**src/rtl/sgm_pkg.sv**
```systemverilog
// Shared constants and types for the SGM census front end.
package sgm_pkg;
    localparam int CENSUS_W   = 24;
    localparam int DISP_LEVEL = 32;
    localparam int IMAGE_W    = 640;
    localparam int IMAGE_H    = 480;
    localparam int COL_W      = $clog2(IMAGE_W);
    localparam int ROW_W      = $clog2(IMAGE_H);
    localparam int DISP_W     = $clog2(DISP_LEVEL);

    typedef logic [CENSUS_W-1:0] census_t;
endpackage

```
**src/rtl/census_window_shifter.sv**
```systemverilog
// Sliding window of right-image census vectors; slot 0 is the newest sample.
module census_window_shifter
    import sgm_pkg::*;
(
    input  logic                                 clk,
    input  logic                                 rst,
    input  logic                                 shift,
    input  logic                                 clear_tail,
    input  census_t                              din,
    output logic [DISP_LEVEL-1:0][CENSUS_W-1:0]  window
);
    logic [DISP_LEVEL-1:0][CENSUS_W-1:0] window_q, window_d;

    // A line start flushes the older slots so no census from the previous line leaks in.
    always_comb begin
        window_d = window_q;
        if (shift) begin
            window_d[0] = din;
            for (int d = 1; d < DISP_LEVEL; d++)
                window_d[d] = clear_tail ? '0 : window_q[d-1];
        end
    end

    always_ff @(posedge clk) begin
        if (rst) window_q <= '0;
        else     window_q <= window_d;
    end

    assign window = window_q;
endmodule

```
**src/rtl/census_disp_feeder.sv**
```systemverilog
// Builds PixData / LineData / IsOnEdge for the SGM core from a raster census stream.
module census_disp_feeder
    import sgm_pkg::*;
#(
    parameter int ImageW = IMAGE_W,
    parameter int ImageH = IMAGE_H
) (
    input  logic                           clk,
    input  logic                           rst,
    input  logic                           in_valid,
    input  logic                           in_sof,
    input  logic [CENSUS_W-1:0]            left_census,
    input  logic [CENSUS_W-1:0]            right_census,
    output logic                           out_en,
    output logic [CENSUS_W-1:0]            PixData,
    output logic [CENSUS_W*DISP_LEVEL-1:0] LineData,
    output logic                           IsOnEdge,
    output logic                           frame_done,
    output logic                           sof_err
);
    localparam int CW = $clog2(ImageW);
    localparam int RW = $clog2(ImageH);
    localparam logic [CW-1:0] COL_LAST = CW'(ImageW - 1);
    localparam logic [RW-1:0] ROW_LAST = RW'(ImageH - 1);

    logic [CW-1:0] col_q, col_d, pix_col;
    logic [RW-1:0] row_q, row_d, pix_row;
    logic          edge_d, last_d, serr_d;

    logic          out_en_q, edge_q, fdone_q, serr_q;
    census_t       pix_q;
    logic [DISP_LEVEL-1:0][CENSUS_W-1:0] window;

    // in_sof overrides the counters for the current pixel; counting resumes from (0,0).
    always_comb begin
        pix_col = in_sof ? '0 : col_q;
        pix_row = in_sof ? '0 : row_q;
        col_d   = col_q;
        row_d   = row_q;
        if (in_valid) begin
            if (pix_col == COL_LAST) begin
                col_d = '0;
                row_d = (pix_row == ROW_LAST) ? '0 : pix_row + 1'b1;
            end else begin
                col_d = pix_col + 1'b1;
                row_d = pix_row;
            end
        end
        edge_d = (pix_row == '0) || (pix_col == '0) || (pix_col == COL_LAST);
        last_d = (pix_col == COL_LAST) && (pix_row == ROW_LAST);
        serr_d = in_sof && ((col_q != '0) || (row_q != '0));
    end

    always_ff @(posedge clk) begin
        if (rst) begin
            col_q    <= '0;
            row_q    <= '0;
            out_en_q <= 1'b0;
            pix_q    <= '0;
            edge_q   <= 1'b0;
            fdone_q  <= 1'b0;
            serr_q   <= 1'b0;
        end else begin
            col_q    <= col_d;
            row_q    <= row_d;
            out_en_q <= in_valid;
            fdone_q  <= in_valid && last_d;
            serr_q   <= in_valid && serr_d;
            if (in_valid) begin
                pix_q  <= left_census;
                edge_q <= edge_d;
            end
        end
    end

    census_window_shifter u_window (
        .clk        (clk),
        .rst        (rst),
        .shift      (in_valid),
        .clear_tail (pix_col == '0),
        .din        (right_census),
        .window     (window)
    );

    assign out_en     = out_en_q;
    assign PixData    = pix_q;
    assign LineData   = window;
    assign IsOnEdge   = edge_q;
    assign frame_done = fdone_q;
    assign sof_err    = serr_q;
endmodule

```
**config.mk**
```make
export PLATFORM = sky130hd
export DESIGN_NAME = census_disp_feeder
export DESIGN_NICKNAME = d
export VERILOG_FILES = /design/src/rtl/sgm_pkg.sv /design/src/rtl/census_window_shifter.sv /design/src/rtl/census_disp_feeder.sv
export SDC_FILE = /design/constraint.sdc
export NUM_CORES = 2
export LEC_CHECK = 0
export BUFFER_PORTS_ARGS = -buffer_cell sky130_fd_sc_hd__buf_2
export CAP_MARGIN = 20
export CORE_AREA = 10 10 321 323
export CTS_CLUSTER_SIZE = 8
export DETAILED_ROUTE_END_ITERATION = 7
export DIE_AREA = 0 0 331 333
export PLACE_DENSITY_LB_ADDON = 0.08
export SLEW_MARGIN = 20
export SYNTH_ARGS = -nofsm -noshare
export SYNTH_HDL_FRONTEND = slang
export SYNTH_SLANG_ARGS = --single-unit
```
**constraint.sdc**
```tcl
create_clock -name clk -period 5.6 [get_ports clk]
set_input_delay 0.28 -clock clk [delete_from_list [all_inputs] [get_ports clk]]
set_output_delay 0.28 -clock clk [all_outputs]
set_load 0.03 [all_outputs]
```
==> report_table.html <==
<table>
<tr><th>Metric</th><th>Value</th></tr>
<tr><th colspan="2">Outcome</th></tr>
<tr><td>Run status</td><td>finished clean</td></tr>
<tr><th colspan="2">Synthesis</th></tr>
<tr><td>Synthesis warning total</td><td>0</td></tr>
<tr><td>Cell area after synthesis</td><td>31600 sq um</td></tr>
<tr><td>Net Count, Synth</td><td>about 3800</td></tr>
<tr><td>Ys async rst share</td><td>0%</td></tr>
<tr><td>Post-synthesis sequential element count</td><td>815</td></tr>
<tr><td>Number of cells produced by synthesis</td><td>~3700</td></tr>
<tr><td>Distinct cells, synth</td><td>49</td></tr>
<tr><td>Post-synthesis sequential area ratio</td><td>between 50% and 60%</td></tr>
<tr><td>Top_reg_cell synth</td><td>dfxtp_1</td></tr>
<tr><td>Number of synthesized flops with an enable pin</td><td>0</td></tr>
<tr><td>Synthesized area divided by synthesized cell count</td><td>8.54 sq um</td></tr>
<tr><th colspan="2">Route</th></tr>
<tr><td>Met2 wirelength from detailed routing</td><td>roughly 66000 um</td></tr>
<tr><td>Remaining antenna violation count</td><td>0</td></tr>
<tr><td>Routed vias/inst</td><td>5.37</td></tr>
<tr><td>Count of vias placed by the detailed router</td><td>about 30000</td></tr>
<tr><td>Wire length per cell</td><td>about 24 um</td></tr>
<tr><td>DR iter-0 viols</td><td>2753</td></tr>
<tr><td>Post-Route WL</td><td>135000 um</td></tr>
<tr><td>Wire length on met1</td><td>53500 um</td></tr>
<tr><td>Detail Route met3 WL</td><td>roughly 11000 um</td></tr>
<tr><td>DRC viols</td><td>0</td></tr>
<tr><td>Detailed Routing Iterations Pass 1</td><td>5</td></tr>
<tr><td>Highest Signal Layer</td><td>met4</td></tr>
<tr><th colspan="2">GRT</th></tr>
<tr><td>Vias in the first global route</td><td>29100</td></tr>
<tr><td>Global-route usage over all layers</td><td>22.9%</td></tr>
<tr><td>Largest net degree at the start of global routing</td><td>between 150 and 200</td></tr>
<tr><td>Initial antenna violation count</td><td>0</td></tr>
<tr><td>Wire length of the first global-routing pass</td><td>198000 um</td></tr>
<tr><td>Grt ovf</td><td>0</td></tr>
<tr><th colspan="2">Clock tree</th></tr>
<tr><td>Post-CTS Setup Repair Bufs</td><td>0</td></tr>
<tr><td>Number of buffers created by CTS</td><td>112</td></tr>
<tr><td>CTS Hold Bufs</td><td>a little under 50</td></tr>
<tr><td>CTS clock-pin slew for the worst setup and hold paths</td><td>0.05 ns</td></tr>
<tr><td>Deepest level of the CTS H-tree</td><td>3</td></tr>
<tr><td>Clock network latency to the later pin of the worst-skew pair</td><td>a little under 0.7 ns</td></tr>
<tr><td>TritonCTS clock tree</td><td>done</td></tr>
<tr><td>Number of gates resized after cts</td><td>0</td></tr>
<tr><td>CTS sink count</td><td>815</td></tr>
<tr><td>Maximum buffer depth of the clock tree</td><td>3</td></tr>
<tr><td>Clk Tree Root Cell</td><td>clkbuf_16</td></tr>
<tr><th colspan="2">Final layout</th></tr>
<tr><td>Antenna Diode Count</td><td>0</td></tr>
<tr><td>Commonest non-fill, non-tap cells in the layout</td><td>buf_2 (845), dfxtp_1 (815), nand2_1 (757), a21oi_1 (756), o211ai_1 (749)</td></tr>
<tr><td>Net count, final</td><td>about 4400</td></tr>
<tr><td>Share of cells above drive strength 1</td><td>23.5%</td></tr>
<tr><td>Most common library cell in the layout ignoring fill and taps</td><td>buf_2</td></tr>
<tr><td>Design area</td><td>39700 sq um</td></tr>
<tr><td>Non-filler instance count after layout</td><td>5609</td></tr>
<tr><td>Number of fillers in the final layout</td><td>9887</td></tr>
<tr><td>Layout overhead on the synthesized area</td><td>25.6%</td></tr>
<tr><th colspan="2">STA</th></tr>
<tr><td>Summed negative setup slack over all endpoints</td><td>0 ns</td></tr>
<tr><td>Worst slew pin tran</td><td>1.00 ns</td></tr>
<tr><td>Final slew viol count</td><td>0</td></tr>
<tr><td>Peak Freq</td><td>371 MHz</td></tr>
<tr><td>Final cycle utilization of the critical path</td><td>48.1%</td></tr>
<tr><td>Shortest period the worst path allows</td><td>2.70 ns</td></tr>
<tr><td>Relative slew slack</td><td>33.2%</td></tr>
<tr><td>Worst hold slack after final layout</td><td>0.0207 ns</td></tr>
<tr><td>Final hold violation count</td><td>0</td></tr>
<tr><td>RSZ-0062 raised after global routing</td><td>false</td></tr>
<tr><td>Setup clock skew after layout</td><td>0.0220 ns</td></tr>
<tr><td>Setup violations, final</td><td>0</td></tr>
<tr><th colspan="2">Placement</th></tr>
<tr><td>Post-DP Area</td><td>between 30000 and 40000 sq um</td></tr>
<tr><td>Last weighted congestion value of the routability-driven placer</td><td>between 0.8 and 0.9</td></tr>
<tr><td>Detailed placer's ending HPWL</td><td>around 90000 um</td></tr>
<tr><td>Total instance count after detailed placement</td><td>roughly 5400</td></tr>
<tr><td>Number of buffers added on ports</td><td>847</td></tr>
<tr><th colspan="2">Power</th></tr>
<tr><td>VDD IR-drop max</td><td>0.238 mV</td></tr>
<tr><td>Sequential share of power</td><td>46.5%</td></tr>
<tr><td>P_sw</td><td>between 3 and 4 mW</td></tr>
<tr><td>Internal Dissipation</td><td>9.56 mW</td></tr>
<tr><td>Sw Share</td><td>around 24%</td></tr>
<tr><td>Proportion of power drawn by combinational gates</td><td>4.9%</td></tr>
<tr><td>Power per Cell Area</td><td>317 nW/um^2</td></tr>
<tr><td>Leak</td><td>15.1 nW</td></tr>
<tr><td>Clock power frac</td><td>48.6%</td></tr>
<tr><th colspan="2">Critical path</th></tr>
<tr><td>Kind of end point of the critical path</td><td>flip-flop</td></tr>
<tr><td>CP cell instances</td><td>nand2_1 &gt; ha_1 &gt; inv_8 &gt; buf_4 &gt; o211ai_1 &gt; a21oi_1</td></tr>
<tr><td>Category of the worst setup path launch point</td><td>flip-flop</td></tr>
<tr><td>Cell with the biggest individual delay on the critical path</td><td>buf_4</td></tr>
<tr><td>Maximum net fanout on the critical path</td><td>approximately 130</td></tr>
<tr><td>Data required time at the worst endpoint</td><td>6.20 ns</td></tr>
<tr><td>Crit path arrival time</td><td>between 3 and 4 ns</td></tr>
<tr><td>CP max stage delay</td><td>0.69 ns</td></tr>
<tr><td>Critical path class</td><td>flip-flop to flip-flop</td></tr>
<tr><th colspan="2">Die</th></tr>
<tr><td>Initial cell density of the core</td><td>32.9%</td></tr>
<tr><td>Die span in y</td><td>roughly 330 um</td></tr>
<tr><td>Full die area</td><td>approximately 110000 sq um</td></tr>
<tr><td>I/O pin total</td><td>848</td></tr>
<tr><td>Chip width</td><td>331 um</td></tr>
<tr><td>CORE AREA</td><td>96300 sq um</td></tr>
<tr><td>Number of rows in the core area</td><td>between 100 and 150</td></tr>
<tr><th colspan="2">Run</th></tr>
<tr><td>Maximum capacitance violations</td><td>0</td></tr>
<tr><th colspan="2">Hold path</th></tr>
<tr><td>Min-delay worst type</td><td>input pin to flip-flop</td></tr>
</table>
per-stage QoR:
stage               total power [mW]  util [%]  setup WS, ns
finish                          12.6      41.3          2.90
global route                    13.0      41.3          2.67
CTS                             12.7      41.3          2.93
detailed placement              6.57      37.7          2.73
global placement                6.57      37.7          2.77
floorplan                       6.37         -          3.41
area by class of cell:
| class | instances | area (sq um) | area share, % |
|---|---|---|---|
| Clock buffer | 119 | 2910 | 7.33 |
| Timing Repair Buffer | 939 | 5260 | 13.2 |
| Tap cell | 1276 | 1600 | 4.02 |
| Sequential cell | 815 | 16300 | 41.1 |
| Clock inverter | 5 | 81.3 | 0.205 |
| Multi-Input combinational cell | 2447 | 13500 | 34.0 |
| Inverter | 8 | 45.0 | 0.113 |
cell families (layout without fill, tap and decap cells):
| group | count (synthesis) | after routing | synth area share [%] |
|---|---|---|---|
| AO/OA/AOI/OAI | 1536 | 1536 | 30.4 |
| adder cells (fa/ha/maj) | 1 | 1 | 0.0395 |
| buffers and inverters | 442 | 1071 | 5.71 |
| flip-flops | 815 | 815 | 51.6 |
| multiplexers | 48 | 48 | 1.52 |
| AND/OR/NAND/NOR | 862 | 862 | 10.7 |
critical path, delay by kind of cell, from the launching register on:
kind	cells	cell delay (ns)
buffers and inverters	2	1.30
flip-flops	1	0.47
AO/OA/AOI/OAI	2	0.38
adder cells (fa/ha/maj)	1	0.26
AND/OR/NAND/NOR	1	0.11
registers in the layout, summed over array words and instances, names as in the netlist:
register         flops
PixData             24
out_en               1
IsOnEdge             1
col_q               10
frame_done           1
row_q                9
u_window.window    768
sof_err              1
path summary, 6_finish.rpt:
path	start	endpoint	slack, ns	cells after the start
max	col_q[0]	u_window.window[366]	2.90	6
max reg2reg	col_q[0]	u_window.window[366]	2.90	6
min reg2reg	u_window.window[744]	u_window.window[744]	0.45	2
min	rst	u_window.window[175]	0.02	2
cells in the mapped netlist, types with 2 or more instances:
cell type	instances	area (sq um)
a2111o_1	2	22.5
and4_1	3	26.3
nor2b_1	3	18.8
dfxtp_1	815	16300
a21oi_1	756	3780
o311ai_0	2	17.5
inv_1	6	22.5
o211ai_1	749	5620
a31oi_1	6	37.5
nand2b_1	4	25.0
and3_1	2	12.5
nor3_1	6	30.0
o21ai_0	8	40.0
a41oi_1	3	26.3
clkbuf_1	318	1190
nand2_1	757	2840
nor2_1	58	218
nand3_1	8	40.0
buf_4	12	90.1
a22oi_1	2	15.0
nor4_2	2	25.0
nor4_1	2	12.5
nand4_1	4	25.0
mux2i_1	48	480
buf_1	28	105
or3_1	3	18.8
buf_2	75	375
layer usage:
metal  track usage (%)  vias to the layer above
li1                  -                    14500
met5                 0                        -
met3              7.56                      187
met4              7.58                        0
met2              38.4                      962
met1              27.1                    14500
power groups by stage:
stage	Sequential, mW	Clock (mW)	Combinational (mW)
floorplan	6.01	0	0.364
global placement	5.97	0	0.599
detailed placement	5.97	0	0.596
CTS	5.85	6.26	0.623
global route	5.85	6.47	0.668
finish	5.85	6.12	0.622
Power figures use the tool's default switching activity.
